<file path="src/rtl/psk_addr_gen_if.sv">
// Symbol handshake between the symbol source and the PSK address generator.
//   sym_data  : symbol value (SYM_BITS wide, natural binary)
//   sym_valid : sym_data is valid (source -> generator)
//   sym_ready : one-entry symbol buffer can accept (generator -> source)
interface psk_addr_gen_if #(
    parameter int SYM_BITS = 1
);
    logic [SYM_BITS-1:0] sym_data;
    logic                sym_valid;
    logic                sym_ready;

    modport master (output sym_data, output sym_valid, input sym_ready);
    modport slave  (input sym_data, input sym_valid, output sym_ready);
endinterface

</file>
<file path="src/rtl/psk_addr_gen.sv">
// Carrier-table address generator for the PSK/DPSK modulator.
// Walks a 2^ADDR_W-entry sine ROM, applying a per-symbol phase offset
// (absolute or differential) at each symbol boundary.
//
// Ports:
//   i_clk          sample clock, rising edge
//   i_reset        asynchronous active-high reset
//   i_en           run enable; low returns the FSM to IDLE
//   i_diff_mode    1 = differential (phase += offset), 0 = absolute
//   sym_if         symbol valid/ready handshake (slave side)
//   o_address      registered ROM address
//   o_sym_start    pulse on the first address of each symbol
//   o_underrun     pulse when a boundary is reached with an empty buffer
//   o_clk_DA       DAC clock (pass-through of i_clk)
//   o_blank_DA_n   low in IDLE/PRIME, high in RUN
//   o_sync_DA_n    constant high
//
// state | meaning
// IDLE  | counters, phase and address held at 0
// PRIME | waiting for the first buffered symbol
// RUN   | walking the table, phase updated at symbol boundaries
module psk_addr_gen #(
    parameter int ADDR_W         = 5,
    parameter int SYM_BITS       = 1,
    parameter int CYCLES_PER_SYM = 1
) (
    input  logic              i_clk,
    input  logic              i_reset,
    input  logic              i_en,
    input  logic              i_diff_mode,
    psk_addr_gen_if.slave     sym_if,
    output logic [ADDR_W-1:0] o_address,
    output logic              o_sym_start,
    output logic              o_underrun,
    output logic              o_clk_DA,
    output logic              o_blank_DA_n,
    output logic              o_sync_DA_n
);
    localparam int PER_W = (CYCLES_PER_SYM > 1) ? $clog2(CYCLES_PER_SYM) : 1;
    localparam logic [PER_W-1:0] PER_LAST = PER_W'(CYCLES_PER_SYM - 1);

    typedef enum logic [1:0] {IDLE, PRIME, RUN} state_t;

    state_t              r_state;
    logic [ADDR_W-1:0]   r_samp_cnt;
    logic [PER_W-1:0]    r_per_cnt;
    logic [ADDR_W-1:0]   r_phase;
    logic [ADDR_W-1:0]   r_address;
    logic                r_sym_start;
    logic                r_underrun;
    logic                r_buf_full;
    logic [SYM_BITS-1:0] r_buf_data;

    state_t              w_state_nxt;
    logic [ADDR_W-1:0]   w_samp_nxt;
    logic [PER_W-1:0]    w_per_nxt;
    logic [ADDR_W-1:0]   w_phase_nxt;
    logic                w_start_nxt;
    logic                w_under_nxt;
    logic                w_consume;
    logic                w_boundary;
    logic                w_accept;
    logic [ADDR_W-1:0]   w_offset;

    assign w_boundary = (&r_samp_cnt) && (r_per_cnt == PER_LAST);
    // Symbol value scaled to a fraction of the carrier period.
    assign w_offset   = ADDR_W'(r_buf_data) << (ADDR_W - SYM_BITS);

    always_comb begin
        w_state_nxt = r_state;
        w_samp_nxt  = '0;
        w_per_nxt   = '0;
        w_phase_nxt = '0;
        w_start_nxt = 1'b0;
        w_under_nxt = 1'b0;
        w_consume   = 1'b0;
        if (!i_en) begin
            w_state_nxt = IDLE;
        end else begin
            case (r_state)
                IDLE: begin
                    w_state_nxt = PRIME;
                end
                PRIME: begin
                    // Reference phase is 0, so both modes load the offset directly.
                    if (r_buf_full) begin
                        w_consume   = 1'b1;
                        w_state_nxt = RUN;
                        w_phase_nxt = w_offset;
                        w_start_nxt = 1'b1;
                    end
                end
                RUN: begin
                    w_samp_nxt  = r_samp_cnt + 1'b1;
                    w_per_nxt   = r_per_cnt;
                    w_phase_nxt = r_phase;
                    if (w_boundary) begin
                        w_per_nxt   = '0;
                        w_start_nxt = 1'b1;
                        if (r_buf_full) begin
                            w_consume   = 1'b1;
                            w_phase_nxt = i_diff_mode ? (r_phase + w_offset) : w_offset;
                        end else begin
                            w_under_nxt = 1'b1;
                        end
                    end else if (&r_samp_cnt) begin
                        w_per_nxt = r_per_cnt + 1'b1;
                    end
                end
                default: begin
                    w_state_nxt = IDLE;
                end
            endcase
        end
    end

    // Same-cycle accept/consume keeps the source streaming without a bubble.
    assign sym_if.sym_ready = !r_buf_full || w_consume;
    assign w_accept         = sym_if.sym_valid && sym_if.sym_ready;

    always_ff @(posedge i_clk or posedge i_reset) begin
        if (i_reset) begin
            r_state     <= IDLE;
            r_samp_cnt  <= '0;
            r_per_cnt   <= '0;
            r_phase     <= '0;
            r_address   <= '0;
            r_sym_start <= 1'b0;
            r_underrun  <= 1'b0;
            r_buf_full  <= 1'b0;
            r_buf_data  <= '0;
        end else begin
            r_state     <= w_state_nxt;
            r_samp_cnt  <= w_samp_nxt;
            r_per_cnt   <= w_per_nxt;
            r_phase     <= w_phase_nxt;
            r_address   <= w_samp_nxt + w_phase_nxt;
            r_sym_start <= w_start_nxt;
            r_underrun  <= w_under_nxt;
            if (w_accept) begin
                r_buf_full <= 1'b1;
                r_buf_data <= sym_if.sym_data;
            end else if (w_consume) begin
                r_buf_full <= 1'b0;
            end
        end
    end

    assign o_address    = r_address;
    assign o_sym_start  = r_sym_start;
    assign o_underrun   = r_underrun;
    assign o_clk_DA     = i_clk;
    assign o_blank_DA_n = (r_state == RUN);
    assign o_sync_DA_n  = 1'b1;
endmodule

</file>
<file path="src/flat_wrapper.sv">
// flat-port wrapper written by rule: the top's interface ports become plain ports
module psk_addr_gen_flat 
#(
    parameter int ADDR_W         = 5,
    parameter int SYM_BITS       = 1,
    parameter int CYCLES_PER_SYM = 1
)
  (i_clk, i_reset, i_en, i_diff_mode, o_address, o_sym_start, o_underrun, o_clk_DA, o_blank_DA_n, o_sync_DA_n, sym_if_sym_data, sym_if_sym_valid, sym_if_sym_ready);
  psk_addr_gen_if #(.SYM_BITS(SYM_BITS)) sym_if_i ();
  input  logic i_clk;
  input  logic i_reset;
  input  logic i_en;
  input  logic i_diff_mode;
  output logic [ADDR_W-1:0] o_address;
  output logic o_sym_start;
  output logic o_underrun;
  output logic o_clk_DA;
  output logic o_blank_DA_n;
  output logic o_sync_DA_n;
  input wire logic [$bits(sym_if_i.sym_data)-1:0] sym_if_sym_data;
  input wire logic [$bits(sym_if_i.sym_valid)-1:0] sym_if_sym_valid;
  output wire logic [$bits(sym_if_i.sym_ready)-1:0] sym_if_sym_ready;
  assign sym_if_i.sym_data = sym_if_sym_data;
  assign sym_if_i.sym_valid = sym_if_sym_valid;
  assign sym_if_sym_ready = sym_if_i.sym_ready;
  psk_addr_gen #(.ADDR_W(ADDR_W), .SYM_BITS(SYM_BITS), .CYCLES_PER_SYM(CYCLES_PER_SYM)) u_core (.i_clk(i_clk), .i_reset(i_reset), .i_en(i_en), .i_diff_mode(i_diff_mode), .sym_if(sym_if_i), .o_address(o_address), .o_sym_start(o_sym_start), .o_underrun(o_underrun), .o_clk_DA(o_clk_DA), .o_blank_DA_n(o_blank_DA_n), .o_sync_DA_n(o_sync_DA_n));
endmodule
</file>
<file path="config.mk">
export PLATFORM = sky130hd
export DESIGN_NAME = psk_addr_gen_flat
export DESIGN_NICKNAME = d
export VERILOG_FILES = /design/src/rtl/psk_addr_gen_if.sv /design/src/rtl/psk_addr_gen.sv /design/src/flat_wrapper.sv
export SDC_FILE = /design/constraint.sdc
export NUM_CORES = 1
export LEC_CHECK = 0
export CAP_MARGIN = 20
export CELL_PAD_IN_SITES_DETAIL_PLACEMENT = 1
export CELL_PAD_IN_SITES_GLOBAL_PLACEMENT = 1
export CORE_ASPECT_RATIO = 1.5
export CORE_MARGIN = 3
export CORE_UTILIZATION = 29
export CTS_BUF_LIST = sky130_fd_sc_hd__clkbuf_8
export DETAILED_ROUTE_END_ITERATION = 6
export GPL_TIMING_DRIVEN = 0
export PLACE_DENSITY = 0.56
export SLEW_MARGIN = 40
export SYNTH_ARGS = -nofsm -noshare
export SYNTH_HDL_FRONTEND = slang
export SYNTH_SLANG_ARGS = --single-unit
</file>
<file path="constraint.sdc">
create_clock -name i_clk -period 3.5 [get_ports i_clk]
set_clock_uncertainty 0.1 [all_clocks]
set_input_delay 0.875 -clock i_clk [delete_from_list [all_inputs] [get_ports i_clk]]
set_output_delay 0.875 -clock i_clk [all_outputs]
set_load 0.02 [all_outputs]
</file>
======== Word level (Yosys, flattened, before mapping) ========
Cells that the tools add are included.
operators by class
  reduce and logical (&&, ||, !) cells .... 8
  mux-type cells .......................... 28
  add/sub/neg operators ................... 4
  equal/unequal tests ..................... 5
  bitwise operators ....................... 1
operator list
  cell                 count
  $mux 5               7
  $mux 1               15
  $add 5x5->5          2
  $pmux 5 s2           1
  $pmux 2 s3           1
  $add 5x1->5 const B  1
  $reduce_and 5->1     1
  $mux 2               2
  $ne 4x2->1 const B   1
  $pmux 1 s2           2
  $ne 3x2->1 const B   1
  $eq 2x1->1 const B   1
  $eq 2x2->1 const B   1
  $logic_and 1x1->1    2
  $logic_not 2->1      1
  $ne 2x2->1 const B   1
  $reduce_and 2->1     1
  $reduce_bool 2->1    1
  $add 1x1->1 const B  1
  $logic_not 1->1      1
  $logic_or 1x1->1     1
  $not 1->1            1
word-level totals
  logic and storage cells ................. 55
  bits of input ports ..................... 6
  bits in registers ....................... 22

======== Logic depth before layout (Yosys ltp) ========
Gate-level depths: netlist of run 1.
  word-level depth ........................ 8
  gate-level depth with buffers ........... 13
  gate-level depth less buffers ........... 13

==> results.sh, run 1 <==
export IMPL_outcome="finished clean"
export IMPL_irDropWorstVdd_v=0.000354
export IMPL_yosysTopAreaCell="dfrtp_1"
export IMPL_die_h_um=79.1
export IMPL_power_density_nw_per_um2=605
export IMPL_synthesis_area_um2=1030
export IMPL_antenna_found_initial=0
export IMPL_syn_num_nets=101
export IMPL_worstHoldPathCells=1
export IMPL_synth_top_family_by_area="simple AND/OR/NAND/NOR gates"
export IMPL_drive_above_1_share_pct=13.1
export IMPL_synth_most_common_cell="dfrtp_1"
export IMPL_min_to="u_core.r_phase[2]$_DFF_PP0_"
export IMPL_maxSlewViolCount=0
export IMPL_syn2layout_area_growth_pct=28.5
export IMPL_cp_end_kind="primary output"
export IMPL_hold_path_class="flop to flop"
export IMPL_crit_path_start_kind="clock port"
export IMPL_required_ns=2.52
export IMPL_io_pin_count=17
export IMPL_synthAdderAreaFrac_pct=12.8
export IMPL_num_vias=689
export IMPL_synth_edf_count=0
export IMPL_gp_congestion=0.633
export IMPL_yosysUniqueCellTypes=30
export IMPL_ant_nets=0
export IMPL_fillers=370
export IMPL_synth_xor_area_share_pct=5.08
export IMPL_placement_io_buffers=15
export IMPL_die_w_um=54.7
export IMPL_cap_viol_max_count=0
export IMPL_grt_max_degree=23
export IMPL_synth_mux_area_share_pct=0.969
export IMPL_overflow=0
export IMPL_finalPower_uw=803
export IMPL_hp_start="u_core.r_phase[2]$_DFF_PP0_"
export IMPL_rows=25
export IMPL_num_antenna_cells=0
export IMPL_setup_viol=0
export IMPL_syn_avg_cell_area_um2=12.2
export IMPL_reg2reg_depth=13
export IMPL_hold_slack_ns=0.394
export IMPL_synthTopCellsByArea="dfrtp_1 53%, ha_1 11%, xnor2_1 2.5%"
export IMPL_grt_pass1_wl_um=3520
export IMPL_cts_tree="done"
export IMPL_final_nets=124
export IMPL_grt_pass1_vias=791
export IMPL_drc=0
export IMPL_die_area_um2=4330
export IMPL_via_per_inst=4.69
export IMPL_drtIter0Drc=3
export IMPL_rsz0062_at_grt="false"
export IMPL_start_util_pct=31.5
export IMPL_syn_inst=85
export IMPL_p_leak_nw=0.688
export IMPL_grt_util_all_layers_pct=11.4
export IMPL_routed_wl_um=2010
export IMPL_synth_yosys_seq_area_share_pct=53.3
export IMPL_r2r_end="u_core.o_address[4]$_DFF_PP0_"
export IMPL_async_flop_share_pct=100
export IMPL_synth_commonest_cells="22 x dfrtp_1, 9 x ha_1, 5 x a21oi_1, 5 x inv_1, 5 x nor2_1"
export IMPL_synth_top_area_share_pct=53.3
export IMPL_arrival_ns=2.39
export IMPL_yosys_area_share_simple_pct=13.8
export IMPL_place_hpwl_um=1480
export IMPL_reg2reg_from="u_core.r_samp_cnt[0]$_DFF_PP0_"
export IMPL_clock_latency_ns=0.36
export IMPL_hold_viol=0
export IMPL_firstDrtPassIters=4
export IMPL_dominantRegCellSynth="dfrtp_1"
export IMPL_core_area_um2=3280
export IMPL_critPathMaxFanout=2
export IMPL_synth_seq_cells=22
export IMPL_synth_compound_area_share_pct=10.4
export IMPL_wl_per_cell_um=13.7
export IMPL_r2r_slack_ns=0.48
export IMPL_crit_type="clock port to primary output"
export IMPL_yosysWarnings=0
export IMPL_path_clk_slew_ns=0.08
-- how the worst max path moves through the flow --
stage / slack, ns / startpoint / end
CTS: 0.12 / i_clk / o_clk_DA
floorplan: 0.64 / i_clk / o_clk_DA
detailed placement: -0.04 / i_en / sym_if_sym_ready
global route: 0.11 / i_clk / o_clk_DA
finish: 0.13 / i_clk / o_clk_DA
global placement: -0.05 / i_en / sym_if_sym_ready
-- cells by family (layout without fill, tap and decap cells) --
group                      count (synthesis)  in the layout
buffers and inverters                      7             29
adders and majority gates                 10             10
other                                      1              1
muxes                                      1              1
AOI/OAI and AO/OA                         14             14
and+or+nand+nor                           24             24
xor gates and xnor gates                   6              6
DFF                                       22             22
-- layer usage --
layer | part of all wire, % | vias up | global-route usage, %
li1 | - | 331 | -
met1 | 42 | 338 | 14.6
met2 | 51 | 15 | 16.5
met3 | 4.7 | 5 | 2.44
met4 | 1.9 | 0 | 7.98
met5 | 0 | - | 0
-- final cells by class --
cell class | count | area (µm²) | area share [%]
buffer | 2 | 15.0 | 1.13
clock buffer | 8 | 105 | 7.92
inverter | 5 | 18.8 | 1.41
multi-input combinational | 56 | 449 | 33.8
sequential | 22 | 551 | 41.5
tap | 40 | 50.0 | 3.77
timing repair buffer | 14 | 139 | 10.5
-- cells in the final DEF, fill, tap and decap left out, types with 2 or more instances in the layout --
cell | netlist | layout
dfrtp_1 | 22 | 22
nor2_1 | 5 | 5
nand3_1 | 2 | 2
a21o_1 | 2 | 2
inv_1 | 5 | 4
and3_1 | 3 | 3
nor3b_1 | 2 | 2
dlygate4sd2_1 | 0 | 2
o21ai_1 | 2 | 2
ha_1 | 9 | 9
nand2b_1 | 2 | 2
buf_4 | 2 | 2
xnor2_1 | 3 | 3
clkdlybuf4s50_1 | 0 | 13
and2_1 | 3 | 3
a21oi_1 | 5 | 5
clkbuf_8 | 0 | 7
xor2_1 | 3 | 3
-- registers in the layout, summed over array words and instances (netlist names) --
signal and flops:
u_core.o_address 5, u_core.o_sym_start 1, u_core.o_underrun 1, u_core.r_buf_data 1
u_core.r_buf_full 1, u_core.r_per_cnt 1, u_core.r_phase 5, u_core.r_samp_cnt 5
u_core.r_state 2
-- worst max-delay path, cell delays in order --
cell and delay, ns:
clkbuf_8 0.11, clkbuf_8 0.12, buf_4 0.11, dlygate4sd2_1 0.31
-- where the power goes --
part	total [mW]	switching [mW]	internal, mW
Combinational	0.187	0.108	0.0787
Sequential	0.302	0.0198	0.282
Clock	0.314	0.117	0.197
-- stage by stage --
stage               cell area (µm²)  utilization, %  setup TNS (ns)  std cells  setup WS (ns)
global route                   1330            40.4               0        147          0.115
finish                         1330            40.4               0        147          0.131
detailed placement             1230            37.6         -0.0354        140        -0.0354
global placement               1230            37.6         -0.0474        140        -0.0474
floorplan                      1030               -               0         85          0.641
CTS                            1330            40.4               0        147          0.119
-- timing repair --
action	CTS	global route
hold buffers	0	0
endpoints found under the hold margin	0	0
resized for setup	2	0
setup buffers	0	0
setup endpoints to repair	2	0
No activity file was read; power rests on OpenSTA's default activity.
==> inputs of run 2 (changes only) <==
- clock period: 3.5 -> 3.2 ns (I/O delays scaled with it)
==> run 2 against run 1 <==
Effect of this change: count of clock-buffer cells in the layout is the same; wire length is essentially flat; via count is the same; core utilization grew 0.15 points; total power grew 9.4%; design area grew 0.38%; combinational power grew 9.6%; global-route usage is the same; non-clock buffer count is the same; critical endpoint unchanged; largest cell class unchanged; largest power group unchanged.
==> results.sh, run 2 (synthesized netlist as in run 1, its figures left out) <==
export IMPL_final_nets=124
export IMPL_reg2reg_depth=13
export IMPL_num_vias=689
export IMPL_wl_per_cell_um=13.7
export IMPL_crit_type="clock port to primary output"
export IMPL_pwr_share_seq_pct=37.6
export IMPL_die_w_um=54.7
export IMPL_required_ns=2.30
export IMPL_r2r_end="u_core.o_address[4]$_DFF_PP0_"
export IMPL_crit_path_end="o_clk_DA"
export IMPL_irDropWorstVdd_v=0.000388
export IMPL_crit_path_max_incr_delay_ns=0.31
export IMPL_stdcell_count=147
export IMPL_maxSlewViolCount=0
export IMPL_antenna_found_initial=0
export IMPL_cts_setup_buffers=0
export IMPL_grt_pass1_vias=791
export IMPL_combinationalPowerShare_pct=23.3
export IMPL_io_pin_count=17
export IMPL_drtIter0Drc=3
export IMPL_num_antenna_cells=0
export IMPL_final_util_pct=40.6
export IMPL_dp_cells=140
export IMPL_clkPwrFrac_pct=39.1
export IMPL_grt_util_all_layers_pct=11.4
export IMPL_critPathMaxFanout=2
export IMPL_ant_nets=0
export IMPL_via_per_inst=4.69
export IMPL_core_area_um2=3280
export IMPL_rows=25
export IMPL_critical_path_top_delay_family="buffers and inverters"
export IMPL_cts_hold_buf=0
export IMPL_switching_share_pct=30.5
export IMPL_cap_viol_max_count=0
export IMPL_cp_num_buf_inv=4
export IMPL_mostFrequentLayoutCell="dfrtp_1"
export IMPL_cp_depth=4
export IMPL_drive_above_1_share_pct=15.0
export IMPL_setup_viol=0
export IMPL_firstDrtPassIters=4
export IMPL_clock_latency_ns=0.36
export IMPL_switchingPower_uw=268
export IMPL_crit_top_cell="clkbuf_8"
export IMPL_place_hpwl_um=1480
export IMPL_hold_slack_ns=0.394
export IMPL_hold_viol=0
export IMPL_hold_path_class="flop to flop"
export IMPL_rsz0062_at_grt="false"
export IMPL_cts_tree="done"
export IMPL_gp_congestion=0.633
export IMPL_mostFrequentLayoutCells="22 x dfrtp_1, 13 x clkdlybuf4s50_1, 8 x ha_1"
export IMPL_routed_wl_um=2010
export IMPL_placement_io_buffers=15
export IMPL_grt_max_degree=23
export IMPL_die_area_um2=4330
export IMPL_internal_power_uw=611
export IMPL_power_density_nw_per_um2=659
export IMPL_startpoint="i_clk"
export IMPL_reg2reg_from="u_core.r_samp_cnt[0]$_DFF_PP0_"
export IMPL_r2r_slack_ns=0.22
export IMPL_syn2layout_area_growth_pct=28.9
export IMPL_cp_end_kind="primary output"
export IMPL_path_clk_slew_ns=0.08
export IMPL_start_util_pct=31.5
export IMPL_die_h_um=79.1
export IMPL_grt_pass1_wl_um=3520
export IMPL_drc=0
export IMPL_postCtsResizedCells=2
export IMPL_cp_cell_sequence="clkbuf_8, clkbuf_8, buf_4, dlygate4sd2_1"
export IMPL_crit_path_start_kind="clock port"
export IMPL_outcome="finished clean"
export IMPL_arrival_ns=2.24
export IMPL_critPathSlowestCell="dlygate4sd2_1"
export IMPL_overflow=0
export IMPL_p_leak_nw=0.684
==> run 2: changes by cell type in the layout (fill, tap and decap cells not counted) <==
cell	previous run	this run
nor2_2	0	1
nor2_1	5	4
ha_2	0	1
ha_1	9	8
==> run 2: layout make-up <==
cell class	instances	area [µm²]
sequential	22	551
buffer	2	15.0
tap	40	50.0
clock buffer	8	105
timing repair buffer	14	139
fill	370	1950
inverter	5	18.8
multi-input combinational	56	454
==> run 2: through the flow <==
stage          power, mW  setup TNS (ns)  instance area, µm²  setup WS (ns)
6_report           0.878               0                1330         0.0556
5_1_grt            0.936               0                1330        0.00188
4_1_cts            0.897               0                1330         0.0439
3_5_place_dp       0.606          -0.366                1230         -0.185
3_3_place_gp       0.597          -0.390                1230         -0.197
2_1_floorplan      0.505               0                1030          0.447
==> run 2: worst min path at each step <==
stage,start,slack (ns),end,depth (start not counted)
2_1_floorplan,u_core.r_samp_cnt[0]$_DFF_PP0_,0.35,u_core.r_samp_cnt[0]$_DFF_PP0_,1
3_3_place_gp,u_core.r_phase[2]$_DFF_PP0_,0.37,u_core.r_phase[2]$_DFF_PP0_,1
3_5_place_dp,u_core.r_phase[2]$_DFF_PP0_,0.38,u_core.r_phase[2]$_DFF_PP0_,1
4_1_cts,u_core.r_phase[2]$_DFF_PP0_,0.40,u_core.r_phase[2]$_DFF_PP0_,1
5_1_grt,u_core.r_samp_cnt[0]$_DFF_PP0_,0.42,u_core.r_samp_cnt[0]$_DFF_PP0_,1
6_report,u_core.r_phase[2]$_DFF_PP0_,0.39,u_core.r_phase[2]$_DFF_PP0_,1
==> run 2: routing by layer <==
metal | wire, µm | track usage [%] | up-vias
met5 | 0 | 0 | -
met4 | 39 | 7.98 | 0
met3 | 95 | 2.44 | 5
met2 | 1030 | 16.5 | 15
met1 | 847 | 14.6 | 338
li1 | - | - | 331
==> run 2: power groups by stage <==
stage	clock [mW]	combinational, mW	sequential [mW]
after floorplan	0.0365	0.130	0.339
after global placement	0.0593	0.204	0.334
after detailed placement	0.0593	0.211	0.336
after CTS	0.358	0.209	0.330
after global routing	0.374	0.227	0.334
final	0.343	0.205	0.330
==> inputs of run 3 (changes only) <==
- SETUP_SLACK_MARGIN: not set -> 0.2
==> run 3 against run 2 <==
Effect of this change: wire length is 4.4% higher; core utilization is 1.1 points higher; die area stayed put.
==> results.sh, run 3 (synthesized netlist as in run 1, its figures left out) <==
export IMPL_outcome="finished clean"
export IMPL_drc=0
export IMPL_critPathSlowestCell="buf_2"
export IMPL_cap_viol_max_count=0
export IMPL_irDropWorstVdd_v=0.000376
export IMPL_overflow=0
export IMPL_cp_cell_sequence="clkbuf_8, clkbuf_8, buf_4, buf_2"
export IMPL_dr_wl_met2_um=1090
export IMPL_power_density_nw_per_um2=642
export IMPL_top_layer="met4"
export IMPL_antenna_found_initial=0
export IMPL_cts_tree="done"
export IMPL_path_clk_slew_ns=0.08
export IMPL_die_h_um=79.1
export IMPL_syn2layout_area_growth_pct=32.4
export IMPL_clock_latency_ns=0.36
export IMPL_start_util_pct=31.5
export IMPL_setup_viol=0
export IMPL_pre_cts_ws_ns=-0.185
export IMPL_hold_path_class="flop to flop"
export IMPL_grt_max_degree=23
export IMPL_num_antenna_cells=0
export IMPL_firstDrtPassIters=3
export IMPL_mostFrequentLayoutCells="22 x dfrtp_1, 12 x clkdlybuf4s50_1, 7 x clkbuf_8"
export IMPL_die_area_um2=4330
export IMPL_crit_path_max_incr_delay_ns=0.15
export IMPL_cp_end_kind="primary output"
export IMPL_io_pin_count=17
export IMPL_mostFrequentLayoutCell="dfrtp_1"
export IMPL_routed_wl_um=2100
export IMPL_drive_above_1_share_pct=22.9
export IMPL_grt_pass1_wl_um=3590
export IMPL_wl_met1_um=889
export IMPL_stdcell_count=149
export IMPL_drtIter0Drc=17
export IMPL_wl_per_cell_um=14.1
export IMPL_dp_cells=140
export IMPL_p_leak_nw=0.689
export IMPL_place_hpwl_um=1480
export IMPL_core_area_um2=3280
export IMPL_maxSlewViolCount=0
export IMPL_ant_nets=0
export IMPL_grt_util_all_layers_pct=11.6
export IMPL_crit_path_start_kind="clock port"
export IMPL_gp_congestion=0.633
export IMPL_grt_pass1_vias=804
export IMPL_final_nets=126
export IMPL_placement_io_buffers=15
export IMPL_critPathMaxFanout=2
export IMPL_die_w_um=54.7
export IMPL_hold_viol=0
export IMPL_rsz0062_at_grt="false"
export IMPL_crit_type="clock port to primary output"
export IMPL_setup_slack_ns=0.217
export IMPL_via_per_inst=4.63
export IMPL_num_vias=690
export IMPL_crit_top_cell="clkbuf_8"
export IMPL_arrival_ns=2.08
export IMPL_rows=25
export IMPL_required_ns=2.30
export IMPL_finalSetupTns_ns=0
export IMPL_met3_wirelength_um=82
## run 3: per-stage QoR
stage               total power, mW  hold slack (ns)  utilization (%)  instance area [µm²]
global placement              0.597            0.373             37.6                 1230
CTS                           0.898            0.402             40.8                 1340
detailed placement            0.606            0.378             37.6                 1230
floorplan                     0.505            0.350                -                 1030
global route                  0.938            0.429             41.7                 1370
finish                        0.879            0.394             41.7                 1370
## run 3: final cells by class
cell class / instances / area, µm²
inverters: 5 / 18.8
repair buffers: 16 / 153
multi-input cells: 56 / 480
flip-flops and latches: 22 / 551
well taps: 40 / 50.0
clock buffers: 8 / 101
plain buffers: 2 / 15.0
fillers: 368 / 1920
## run 3: final timing paths
path | startpoint | end | slack (ns) | cells past startpoint
max | i_clk | o_clk_DA | 0.22 | 4
min | u_core.r_phase[2]$_DFF_PP0_ | u_core.r_phase[2]$_DFF_PP0_ | 0.39 | 1
max reg2reg | u_core.r_samp_cnt[0]$_DFF_PP0_ | u_core.o_address[4]$_DFF_PP0_ | 0.38 | 13
min reg2reg | u_core.r_phase[2]$_DFF_PP0_ | u_core.r_phase[2]$_DFF_PP0_ | 0.39 | 1
max in group asynchronous | i_reset | u_core.r_samp_cnt[1]$_DFF_PP0_ | 2.01 | 2
min in group asynchronous | i_reset | u_core.o_address[2]$_DFF_PP0_ | 0.66 | 2
## run 3: routing by layer
metal  global-route usage, %  up-vias
met5                       0        -
met3                    2.44        5
met2                    17.1       13
li1                        -      336
met1                    14.7      336
met4                    7.98        0
## run 3: report_power, final
part,internal (mW),leakage [nW],total (mW),switching (mW)
clock network,0.213,0.0591,0.339,0.127
registers,0.309,0.298,0.330,0.0212
logic,0.0883,0.332,0.210,0.121
total,0.609,0.689,0.879,0.269
## run 3: critical path: cells and delay by family
| kind | cells | cell delay, ns |
|---|---|---|
| buffers and inverters | 4 | 0.49 |
## run 3: timing repair
item | CTS | global route
hold buffers | 0 | 0
pin swaps | 0 | 2
resized for setup | 9 | 7
endpoints found under the setup margin | 3 | 2
buffers inserted | 1 | 1
